[config.mk]
export PLATFORM = sky130hd
export DESIGN_NAME = rect_draw_engine
export DESIGN_NICKNAME = d
export VERILOG_FILES = /design/src/rtl/rect_draw_engine_pkg.sv /design/src/rtl/rect_draw_engine_scan_counter.sv /design/src/rtl/rect_draw_engine.sv
export SDC_FILE = /design/constraint.sdc
export NUM_CORES = 1
export LEC_CHECK = 0
export ABC_AREA = 1
export BUFFER_PORTS_ARGS = -buffer_cell sky130_fd_sc_hd__buf_4
export CELL_PAD_IN_SITES_DETAIL_PLACEMENT = 1
export CELL_PAD_IN_SITES_GLOBAL_PLACEMENT = 1
export CORE_ASPECT_RATIO = 0.75
export CORE_MARGIN = 5
export CORE_UTILIZATION = 41
export DETAILED_ROUTE_END_ITERATION = 12
export GPL_TIMING_DRIVEN = 0
export PLACE_DENSITY_LB_ADDON = 0.1
export SLEW_MARGIN = 20
export SYNTH_ARGS = -nofsm -noshare
export SYNTH_HDL_FRONTEND = slang
export SYNTH_HIERARCHICAL = 1
export SYNTH_SLANG_ARGS = --single-unit
[constraint.sdc]
create_clock -name clock -period 5 [get_ports clock]
set_input_delay 0.25 -clock clock [delete_from_list [all_inputs] [get_ports clock]]
set_output_delay 0.25 -clock clock [all_outputs]
set_load 0.1 [all_outputs]
[src/rtl/rect_draw_engine_pkg.sv]
// Shared definitions for the rectangle fill engine and the game-logic FSM:
// screen geometry, field widths, palette, engine state encoding and the
// request record.
package rect_draw_engine_pkg;

  localparam int SCREEN_W = 160;
  localparam int SCREEN_H = 120;
  localparam int COORD_W  = 8;
  localparam int COLOUR_W = 3;

  // One bit per channel: {R, G, B}
  localparam logic [COLOUR_W-1:0] BLACK = 3'b000;
  localparam logic [COLOUR_W-1:0] GREEN = 3'b010;
  localparam logic [COLOUR_W-1:0] RED   = 3'b100;
  localparam logic [COLOUR_W-1:0] WHITE = 3'b111;

  // Engine state encoding
  localparam logic [1:0] IDLE = 2'd0;
  localparam logic [1:0] DRAW = 2'd1;
  localparam logic [1:0] DONE = 2'd2;

  // Captured rectangle request
  typedef struct packed {
    logic [COORD_W-1:0]  x;
    logic [COORD_W-1:0]  y;
    logic [COORD_W-1:0]  w;
    logic [COORD_W-1:0]  h;
    logic [COLOUR_W-1:0] colour;
  } rect_req_t;

  // Absolute coordinates carry one extra bit so x+col never wraps back
  // onto the visible area.
  function automatic logic on_screen(input logic [COORD_W:0] ax,
                                     input logic [COORD_W:0] ay);
    return (ax < (COORD_W+1)'(SCREEN_W)) && (ay < (COORD_W+1)'(SCREEN_H));
  endfunction

endpackage

[src/rtl/rect_draw_engine_scan_counter.sv]
// Column/row raster counter for the fill engine. Column is the inner loop
// and wraps at w-1. nxt_col/nxt_row expose the position being loaded this
// cycle so the top can register the matching pixel on the same edge.
import rect_draw_engine_pkg::*;

module rect_scan_counter #(
  parameter int W = COORD_W
) (
  input  logic         clock,
  input  logic         reset,
  input  logic         load,
  input  logic         advance,
  input  logic [W-1:0] w,
  input  logic [W-1:0] h,
  output logic [W-1:0] nxt_col,
  output logic [W-1:0] nxt_row,
  output logic         last
);

  logic [W-1:0] col;
  logic [W-1:0] row;
  logic         col_end;

  assign col_end = (col == w - W'(1));
  assign last    = col_end && (row == h - W'(1));

  // Next position: load restarts at the origin, advance steps in raster order
  always_comb begin
    nxt_col = col;
    nxt_row = row;
    if (load) begin
      nxt_col = '0;
      nxt_row = '0;
    end else if (advance) begin
      if (col_end) begin
        nxt_col = '0;
        nxt_row = row + W'(1);
      end else begin
        nxt_col = col + W'(1);
      end
    end
  end

  // Counter registers
  always_ff @(posedge clock) begin
    if (reset) begin
      col <= '0;
      row <= '0;
    end else begin
      col <= nxt_col;
      row <= nxt_row;
    end
  end

endmodule

[src/rtl/rect_draw_engine.sv]
// Rectangle fill engine. Accepts one rectangle request at a time and
// streams one pixel per clock onto the vga_adapter write port, clipping
// anything beyond the visible screen while still spending its cycle.
import rect_draw_engine_pkg::*;

module rect_draw_engine (
  input  logic                clock,
  input  logic                reset,
  input  logic                req_valid,
  output logic                req_ready,
  input  logic [COORD_W-1:0]  req_x,
  input  logic [COORD_W-1:0]  req_y,
  input  logic [COORD_W-1:0]  req_w,
  input  logic [COORD_W-1:0]  req_h,
  input  logic [COLOUR_W-1:0] req_colour,
  output logic                busy,
  output logic                done,
  output logic [COORD_W-1:0]  pix_x,
  output logic [COORD_W-1:0]  pix_y,
  output logic [COLOUR_W-1:0] pix_colour,
  output logic                pix_plot
);

  logic [1:0]         state, state_nxt;
  rect_req_t          req_in, lat, base;
  logic               accept, empty, load, advance, last;
  logic [COORD_W-1:0] nxt_col, nxt_row;
  logic [COORD_W:0]   abs_x, abs_y;
  logic               plot_nxt, done_nxt;

  assign req_ready = (state == IDLE);
  assign busy      = (state != IDLE);

  assign req_in  = {req_x, req_y, req_w, req_h, req_colour};
  assign accept  = req_valid && req_ready;
  assign empty   = (req_w == '0) || (req_h == '0);
  assign load    = accept && !empty;
  assign advance = (state == DRAW) && !last;

  rect_scan_counter #(.W(COORD_W)) u_scan (
    .clock   (clock),
    .reset   (reset),
    .load    (load),
    .advance (advance),
    .w       (lat.w),
    .h       (lat.h),
    .nxt_col (nxt_col),
    .nxt_row (nxt_row),
    .last    (last)
  );

  // Pixel 0 is produced on the accepting edge, before the request is captured
  assign base     = load ? req_in : lat;
  assign abs_x    = {1'b0, base.x} + {1'b0, nxt_col};
  assign abs_y    = {1'b0, base.y} + {1'b0, nxt_row};
  assign plot_nxt = (load || advance) && on_screen(abs_x, abs_y);
  assign done_nxt = (accept && empty) || ((state == DRAW) && last);

  // Engine sequencing: IDLE -> DRAW -> DONE -> IDLE, empty requests skip DRAW
  always_comb begin
    state_nxt = state;
    case (state)
      IDLE:    if (accept) state_nxt = empty ? DONE : DRAW;
      DRAW:    if (last)   state_nxt = DONE;
      DONE:    state_nxt = IDLE;
      default: state_nxt = IDLE;
    endcase
  end

  // State and captured request
  always_ff @(posedge clock) begin
    if (reset) begin
      state <= IDLE;
      lat   <= '0;
    end else begin
      state <= state_nxt;
      if (accept) lat <= req_in;
    end
  end

  // Registered adapter outputs; address and colour are zero whenever not plotting
  always_ff @(posedge clock) begin
    if (reset) begin
      pix_plot   <= 1'b0;
      pix_x      <= '0;
      pix_y      <= '0;
      pix_colour <= '0;
      done       <= 1'b0;
    end else begin
      pix_plot   <= plot_nxt;
      pix_x      <= plot_nxt ? abs_x[COORD_W-1:0] : '0;
      pix_y      <= plot_nxt ? abs_y[COORD_W-1:0] : '0;
      pix_colour <= plot_nxt ? base.colour : '0;
      done       <= done_nxt;
    end
  end

endmodule

==> metrics.md, run 1 <==
| Metric | Value |
|---|---|
| ANT cells | `0` |
| GRT Resource Usage Total | `22.4%` |
| Hold_buf cts | `0` |
| Die Span Y | `103 um` |
| Slew Limit Fails | `0` |
| Crit path launch type | `flip-flop` |
| Wire per inst | `around 16 um` |
| PortBufs | `60` |
| Setup TNS | `0 ps` |
| Syn avg cell area | `6.59 um^2` |
| CTS tree | `yes` |
| Sequential share of power | `approximately a third` |
| Post-Syn Instances | `716` |
| # setup viols final | `0` |
| Vias in the first global route | `5127` |
| Area growth syn-to-layout | `20.6%` |
| Grt total ovfl | `0` |
| Worst setup path class | `flip-flop to flip-flop` |
| Rows | `33` |
| Data required, critical path | `5250 ps` |
| Drt pass-1 iters | `4` |
| Max incr delay on CP | `410 ps` |
| FF/Latch Area | `0.00148 mm^2` |
| Tightest Hold Check Type | `input port to flip-flop` |
| Final cell count without fillers | `932` |
| Layout Nets | `848` |
| Share of post-route cells with drive strength above 1 | `around 17%` |
| # H-tree levels | `3` |
| Endpoint class of the critical path | `flip-flop` |
| Synth area leader | `dfxtp_1` |
| Clk_skew | `8.32 ps` |
| Area of the multi-input gates | `0.00271 mm^2` |
| Critical path peak fanout | `10` |
| Internal cell power | `1.29 mW` |
| Yosys warning count | `6` |
| Post-Route Utilization | `51.3%` |
| Max_slew headroom | `60.5%` |
| Clock Tree Buf Depth | `2` |
| Starting Density | `between 40 and 50%` |
| Top cell by count, worst path | `nand2_1` |
| GP Congestion | `0.848` |
| Max cap viols | `0` |
| Minimum clock period after layout | `between 4000 and 5000 ps` |
| Post-route DRC | `0` |
| Worst path bufs/invs | `6` |
| Leakage | `2.94 nW` |
| Hold WS | `136 ps` |
| Routed wire length | `14800 um` |
| Mapped Nets | `a little under 800` |
| Critical Path AT | `4840 ps` |
| Post-DRT Antenna Nets | `0` |
| Clock network power share | `around 39%` |
| Initial antenna violation count | `0` |
| Netlist cell types | `43` |
| P_sw | `0.653 mW` |
| Tightest Pin Transition | `592 ps` |
| Netlist Area Pre-Place | `0.00472 mm^2` |
| Pwr dens | `341 mW/mm^2` |
| Synth top area cells | `dfxtp_1 31%, nand2_1 14%, inv_1 8.5%` |
| Die area | `0.0138 mm^2` |
| Worst-path clk slew | `60 ps` |
| Post-DP HPWL | `11600 um` |
| Crit-path slowest cell | `dfxtp_1` |
| Register area share after synthesis | `between 30% and 40%` |
| Placed cells | `916` |
| Yosys top cell area share | `31.4%` |
| Violation count after the first detailed-route iteration | `250` |
| Status | `finished clean` |
| Crit path max-delay family | `simple AND/OR/NAND/NOR gates` |
| Endpoints failing hold | `0` |
| Root buffer selected by CTS | `clkbuf_16` |
| Yosys reg bits | `74` |
| Die X | `approximately 130 um` |
| Largest net degree at the start of global routing | `13` |
| Max Fclk | `218 MHz` |
| IO Pins | `61` |
| VDD IR max | `about 0.19 mV` |
| Core Area | `between 0.01 and 0.015 mm^2` |
| Sw Share | `33.6%` |
| Num Clock Sinks | `74` |
| TritonCTS Buffers | `9` |
| Most frequent cells in the layout | `179 x nand2_1, 107 x inv_1, 94 x nor2_1, 74 x dfxtp_1, 61 x buf_4` |
| Fill count | `about 1500` |
| Logic pwr share | `between 20% and 30%` |
| Drt via density | `5.10` |
| Worst skew pair latency | `between 300 and 400 ps` |
| First-pass GRT wire length | `24500 um` |
| Most common cell after layout, fill and taps aside | `nand2_1` |
| Vias | `between 4000 and 5000` |
| Final worst path period share | `91.6%` |
-- routing by layer --
metal / part of all wire (%) / wire length, um / global-route usage, % / up-vias
li1: - / - / - / 2368
met1: 44 / 6590 / 26.8 / 2284
met2: 50 / 7380 / 41.4 / 90
met3: 4.8 / 713 / 4.49 / 13
met4: 0.95 / 141 / 5.77 / 0
met5: 0 / 0 / 0 / -
-- what timing repair did --
action / CTS / global route
buffers inserted: 0 / 0
resized for setup: 0 / 1
endpoints found under the setup margin: 0 / 18
-- area by class of cell --
class / count / area share (%)
multi-input cells: 508 / 47.6
flip-flops and latches: 74 / 26.0
repair buffers: 60 / 7.91
inverters: 115 / 7.58
clock buffers: 12 / 4.33
well taps: 140 / 3.08
plain buffers: 19 / 1.78
clock inverters: 4 / 1.74
-- flip-flops by register name (all words and copies together) (netlist names) --
register,flops
pix_x,8
u_scan/col,8
pix_colour,3
done,1
state,2
pix_y,8
lat,35
pix_plot,1
u_scan/row,8
-- synth_stat cells, drive strengths merged --
master  count
nand2     194
inv       113
nor2      103
dfxtp      74
o21ai      50
nand3      43
nor3       29
ha         21
a21oi      18
xor2       12
clkbuf     11
nand4      11
xnor2      11
buf         8
or2         3
clkinv      2
fa          2
a21o        1
a31oi       1
and2        1
and3        1
conb        1
mux2i       1
nand3b      1
nor3b       1
nor4        1
o21bai      1
o31ai       1
-- metrics by stage --
stage               cell area [um^2]  setup WS, ps  total power [mW]
floorplan                       4720          1290              1.05
global placement                5350           575              1.17
detailed placement              5350           384              1.19
CTS                             5690           258              1.96
global route                    5690         -2.39              2.03
finish                          5690           419              1.94
-- power by group through the flow --
stage               clock network (mW)  registers [mW]  logic [mW]
global placement                     0           0.669       0.497
detailed placement                   0           0.672       0.519
global route                     0.798           0.664       0.571
floorplan                            0           0.767       0.282
CTS                              0.775           0.659       0.524
finish                           0.762           0.660       0.521
-- kinds of logic (layout without fill, tap and decap cells) --
family	Yosys count	after routing	share of synthesized area, %
simple gates	388	388	38.4
buf+inv	134	210	11.3
flops	74	74	31.4
compound gates	72	72	7.90
fa+ha+maj	23	23	6.42
xor+xnor	23	23	4.27
other cells	1	1	0.0795
mux	1	1	0.212
-- worst paths after layout --
path,startpoint,cells after the start,endpoint,slack [ps]
max,lat[12],29,pix_x[0],420
min,reset,2,state[0],140
max reg2reg,lat[12],29,pix_x[0],420
min reg2reg,lat[20],2,lat[20],520
Power figures use the tool's default switching activity.
==> run 2, diff against run 1 <==
--- a/config.mk
+++ b/config.mk
@@ -10,7 +10,6 @@
 export CELL_PAD_IN_SITES_DETAIL_PLACEMENT = 1
 export CELL_PAD_IN_SITES_GLOBAL_PLACEMENT = 1
 export CORE_ASPECT_RATIO = 0.75
-export CORE_MARGIN = 5
 export CORE_UTILIZATION = 41
 export DETAILED_ROUTE_END_ITERATION = 12
 export GPL_TIMING_DRIVEN = 0
@@ -18,5 +17,4 @@
 export SLEW_MARGIN = 20
 export SYNTH_ARGS = -nofsm -noshare
 export SYNTH_HDL_FRONTEND = slang
-export SYNTH_HIERARCHICAL = 1
 export SYNTH_SLANG_ARGS = --single-unit
==> run 2 against run 1 <==
Cell count decreased by 7.8%; combinational power increased by 19%; first-iteration DRC count decreased by 46%; cell area decreased by 7.0%; routed wire length decreased by 10%.
==> metrics.md, run 2 <==
| Metric | Value |
|---|---|
| Leakage | `about 2.6 nW` |
| Die Span Y | `91.3 um` |
| GRT Resource Usage Total | `approximately 26%` |
| Violation count after the first detailed-route iteration | `134` |
| Status | `finished clean` |
| Max cap viols | `0` |
| Max reg flops | `35` |
| # setup viols final | `0` |
| Clock Tree Buf Depth | `2` |
| # H-tree levels | `3` |
| Root buffer selected by CTS | `clkbuf_16` |
| Synth top area cells | `dfxtp_1 34%, nand2_1 12%, nor2_1 9.0%` |
| Post-DRT Antenna Nets | `0` |
| Endpoints failing hold | `0` |
| Die X | `121 um` |
| Post-DP HPWL | `10500 um` |
| Syn avg cell area | `between 6 and 7 um^2` |
| Fill count | `roughly 1400` |
| Postcts setup bufs | `0` |
| Synth area leader | `dfxtp_1` |
| Max Fclk | `228 MHz` |
| Slew Limit Fails | `0` |
| Vias in the first global route | `4729` |
| Final non-filler cell area | `0.00530 mm^2` |
| Most frequent cells after synthesis | `137 x nand2_1, 104 x nor2_1, 76 x inv_1, 74 x dfxtp_1, 55 x o21ai_0` |
| Netlist cell types | `40` |
| Critical Path AT | `4590 ps` |
| Tightest Pin Transition | `between 600 and 700 ps` |
| CTS tree | `yes` |
| Final cell count without fillers | `859` |
| Initial antenna violation count | `0` |
| PortBufs | `60` |
| Routed wire length | `13300 um` |
| ANT cells | `0` |
| Die area | `0.0110 mm^2` |
| Worst setup path class | `flip-flop to flip-flop` |
| Max incr delay on CP | `420 ps` |
| Endpoint class of the critical path | `flip-flop` |
| Critical path peak fanout | `10` |
| Post-DP Area | `0.00498 mm^2` |
| Crit path max-delay family | `simple AND/OR/NAND/NOR gates` |
| Most common cell after layout, fill and taps aside | `nand2_1` |
| Register area share after synthesis | `34.0%` |
| Crit path launch type | `flip-flop` |
| Setup TNS | `0 ps` |
| Share of post-route cells with drive strength above 1 | `14.5%` |
| Layout Nets | `between 700 and 800` |
| Most frequent cells in the layout | `137 x nand2_1, 103 x nor2_1, 76 x inv_1, 74 x dfxtp_1, 61 x buf_4` |
| RSZ-0062 raised after global routing | `no` |
| Mapped Nets | `707` |
| Count leader, synth | `nand2_1` |
| Num Clock Sinks | `74` |
| Core Area | `0.0103 mm^2` |
| Drt pass-1 iters | `4` |
| Top_reg_cell synth | `dfxtp_1` |
| Yosys top cell area share | `34.0%` |
| Final worst path period share | `87.6%` |
| Pwr dens | `376 mW/mm^2` |
| Hold_buf cts | `0` |
| Minimum clock period after layout | `~4400 ps` |
| Biggest register | `lat` |
| Number of flops mapped to enable cells by yosys | `0` |
| Worst path bufs/invs | `5` |
| Starting Density | `42.3%` |
| VDD IR max | `0.149 mV` |
| Clk_skew | `between 4 and 5 ps` |
| Yosys warning count | `0` |
| Post-Syn Instances | `roughly 650` |
| Largest net degree at the start of global routing | `12` |
| Worst skew pair latency | `340 ps` |
| Tightest Hold Check Type | `input port to flip-flop` |
| FF/Latch Area | `0.00148 mm^2` |
| Rows | `32` |
| Post-route DRC | `0` |
| Placed cells | `843` |
| Netlist Area Pre-Place | `0.00436 mm^2` |
| # resized after CTS | `0` |
| GP Congestion | `approximately 0.86` |
| Wire per inst | `15.5 um` |
| First-pass GRT wire length | `22300 um` |
| Async set-reset flop share out of synthesis | `0%` |
| IO Pins | `around 60` |
| Crit-path slowest cell | `a21oi_2` |
| Grt total ovfl | `0` |
| Max_slew headroom | `54.5%` |
| Yosys reg bits | `74` |
| Drt via density | `~5.2` |
| Area growth syn-to-layout | `21.6%` |
| Vias | `between 4000 and 5000` |
| Worst-path clk slew | `roughly 60 ps` |
| Data required, critical path | `5210 ps` |
| TritonCTS Buffers | `9` |
| Area of the multi-input gates | `0.00246 mm^2` |
run 2: layout make-up:
type,count,area share [%]
clock buffers,15,5.43
repair buffers,60,8.50
plain buffers,21,2.10
clock inverters,1,0.567
flip-flops and latches,74,28.0
inverters,80,5.72
well taps,136,3.21
multi-input cells,472,46.5
run 2: where the power goes:
group / total [mW] / internal (mW) / switching [mW]
combinational: 0.622 / 0.189 / 0.433
clock: 0.691 / 0.442 / 0.250
sequential: 0.676 / 0.642 / 0.0337
total: 1.99 / 1.27 / 0.716
run 2: per-layer routing:
metal  up-vias  share of wire (%)  track usage (%)
met1      2143                 47             32.1
met2        51                 48             44.3
met4         0                1.5             8.13
met3        17                3.0             5.15
li1       2214                  -                -
met5         -                  0                0
run 2: metrics by stage:
step | power, mW | worst slack (ps) | utilization, % | hold WS [ps]
final | 1.99 | 619 | 51.5 | 147
after global routing | 2.09 | 252 | 51.5 | 166
after CTS | 2.00 | 608 | 51.5 | 144
after detailed placement | 1.31 | 674 | 48.4 | 477
after global placement | 1.28 | 797 | 48.4 | 446
after floorplan | 1.14 | 129 | - | 385
run 2: worst paths after layout:
kind	start	to	slack (ps)	cells after the start
hold reg to reg	lat[2]	lat[2]	480	2
setup / recovery	lat[3]	pix_x[5]	620	25
setup reg to reg	lat[3]	pix_x[5]	620	25
hold / removal	req_x[0]	lat[27]	150	3
run 2: tightest hold or removal path, cell delays in order:
cell	delay [ps]
buf_4	80
nor2_1	30
nor2_1	80
run 2: cell families after synthesis:
| logic type | after synthesis | synth area share, % |
|---|---|---|
| and+or+nand+nor | 329 | 32.7 |
| xor gates and xnor gates | 25 | 5.03 |
| buffers and inverters | 101 | 9.51 |
| other | 1 | 0.0861 |
| DFF | 74 | 34.0 |
| AOI/OAI and AO/OA | 95 | 12.0 |
| adders and majority gates | 22 | 6.66 |
==> run 3, diff against run 2 <==
--- a/config.mk
+++ b/config.mk
@@ -7,13 +7,14 @@
 export LEC_CHECK = 0
 export ABC_AREA = 1
 export BUFFER_PORTS_ARGS = -buffer_cell sky130_fd_sc_hd__buf_4
+export CAP_MARGIN = 20
 export CELL_PAD_IN_SITES_DETAIL_PLACEMENT = 1
 export CELL_PAD_IN_SITES_GLOBAL_PLACEMENT = 1
 export CORE_ASPECT_RATIO = 0.75
 export CORE_UTILIZATION = 41
 export DETAILED_ROUTE_END_ITERATION = 12
 export GPL_TIMING_DRIVEN = 0
-export PLACE_DENSITY_LB_ADDON = 0.1
+export PLACE_DENSITY_LB_ADDON = 0.08
 export SLEW_MARGIN = 20
 export SYNTH_ARGS = -nofsm -noshare
 export SYNTH_HDL_FRONTEND = slang
==> run 3 against run 2 <==
Utilization decreased by 0.12 points; count of clock-buffer cells in the layout decreased by 2; routed wire length increased by 1.2%; hold slack about the same; non-clock buffer count unchanged; sequential cell count unchanged; combinational power about the same; critical path depth decreased by 3; total power decreased by 0.74%; cell count decreased by 0.12%; largest power group is now registers.
==> metrics.md, run 3 (synthesis gave the netlist of run 2 again) <==
| Metric | Value |
|---|---|
| Status | `finished clean` |
| PnR Total Power | `1.97 mW` |
| PortBufs | `60` |
| CTS tree | `yes` |
| Most frequent cells in the layout | `137 x nand2_1, 103 x nor2_1, 76 x inv_1, 74 x dfxtp_1, 61 x buf_4` |
| Violation count after the first detailed-route iteration | `between 150 and 200` |
| Critical path peak fanout | `10` |
| Fill count | `1388` |
| GP Congestion | `0.864` |
| Pwr dens | `between 300 and 400 mW/mm^2` |
| First-pass GRT wire length | `22400 um` |
| GRT Resource Usage Total | `26.2%` |
| Core Area | `0.0103 mm^2` |
| RSZ-0062 raised after global routing | `no` |
| Vias | `4480` |
| Data required, critical path | `5220 ps` |
| Leakage | `2.63 nW` |
| Max Fclk | `231 MHz` |
| Clk_skew | `5.68 ps` |
| Reg2reg end | `pix_x[6]` |
| Max cap viols | `0` |
| Minimum clock period after layout | `4320 ps` |
| Post-Route Utilization | `51.3%` |
| Layout Nets | `~780` |
| Routed length on met2 | `6550 um` |
| Endpoints failing hold | `0` |
| Endpoint class of the critical path | `flip-flop` |
| Grt total ovfl | `0` |
| Root buffer selected by CTS | `clkbuf_16` |
| FF-to-FF Start | `lat[11]` |
| VDD IR max | `0.180 mV` |
| Max_slew headroom | `54.9%` |
| # H-tree levels | `3` |
| Rows | `32` |
| Clock Tree Buf Depth | `2` |
| ANT cells | `0` |
| Met3 Wirelength | `411 um` |
| Post-DRT Antenna Nets | `0` |
| R2R setup slack | `680 ps` |
| CP startpoint | `lat[11]` |
| Routed wire length | `13500 um` |
| Die area | `0.0110 mm^2` |
| Crit path launch type | `flip-flop` |
| Drt via density | `5.22` |
| Tightest Hold Check Type | `input port to flip-flop` |
| Max reg flops | `35` |
| Postcts setup bufs | `0` |
| Worst setup path class | `flip-flop to flip-flop` |
| Final worst path period share | `~86%` |
| Largest net degree at the start of global routing | `12` |
| Die X | `between 100 and 150 um` |
| # setup viols final | `0` |
| Hold_buf cts | `0` |
| Share of post-route cells with drive strength above 1 | `between 10% and 20%` |
| TritonCTS Buffers | `9` |
| Worst-path clk slew | `roughly 60 ps` |
| Vias in the first global route | `4746` |
| Critical Path AT | `roughly 4500 ps` |
| Area growth syn-to-layout | `21.3%` |
| DP Worst Slack | `roughly 670 ps` |
| Most common cell after layout, fill and taps aside | `nand2_1` |
| Slew Limit Fails | `0` |
| Max layer used | `met4` |
| Met1 WL | `about 6300 um` |
| # resized after CTS | `0` |
| Final cell count without fillers | `858` |
| Post-DP HPWL | `between 10000 and 15000 um` |
| Tightest Pin Transition | `674 ps` |
| Post-DP Area | `0.00498 mm^2` |
| Worst skew pair latency | `340 ps` |
| Setup TNS | `0 ps` |
| CP Capture Point | `pix_x[6]` |
| Setup WS post-layout | `between 600 and 700 ps` |
| Placed cells | `843` |
| Num Clock Sinks | `74` |
| Biggest register | `lat` |
| Hold WS | `146 ps` |
| Final non-filler cell area | `0.00528 mm^2` |
| Post-route DRC | `0` |
| Initial antenna violation count | `0` |
| R2R depth | `22` |
| IO Pins | `61` |
| Starting Density | `42.3%` |
| Die Span Y | `a little over 90 um` |
| Wire per inst | `15.7 um` |
| Drt pass-1 iters | `4` |
## run 3: layout make-up
class | instances | area, um^2 | area share [%]
inverter | 80 | 303 | 5.73
tap | 136 | 170 | 3.22
clock buffer | 13 | 270 | 5.11
buffer | 21 | 111 | 2.11
clock inverter | 2 | 35.0 | 0.663
timing repair buffer | 60 | 450 | 8.52
multi-input combinational | 472 | 2460 | 46.6
sequential | 74 | 1480 | 28.0
## run 3: how the worst min path moves through the flow
stage / to / from / cells after the start / slack [ps]
2_1_floorplan: lat[10] / req_h[7] / 2 / 380
3_3_place_gp: lat[2] / lat[2] / 2 / 450
3_5_place_dp: lat[2] / lat[2] / 2 / 460
4_1_cts: lat[27] / req_x[0] / 3 / 140
5_1_grt: lat[27] / req_x[0] / 3 / 160
6_report: lat[27] / req_x[0] / 3 / 150
## run 3: report_power, final
| part | internal (mW) | switching, mW |
|---|---|---|
| registers | 0.642 | 0.0345 |
| clock network | 0.424 | 0.249 |
| logic | 0.189 | 0.436 |
## run 3: critical path, cell delays in order, from the launching register on
cell     delay, ps
dfxtp_1        350
inv_1          100
ha_1           320
xnor2_1        130
nor2_1          90
nand3_1        100
nor2_2         130
nand2_1        100
nor2_4         210
nand3_1        260
nand2_2        220
inv_1          100
nand3_1        120
inv_1           50
ha_1           370
a21oi_1        190
nand2_1        140
a21oi_1        160
o21ai_0        110
xnor2_1        170
a21oi_2        410
buf_4          280
nor3_1          70
## run 3: per-layer routing
layer | vias up | GRT usage (%)
met5 | - | 0
met4 | 0 | 8.23
met3 | 20 | 4.65
met2 | 68 | 45.8
met1 | 2178 | 32.5
li1 | 2214 | -
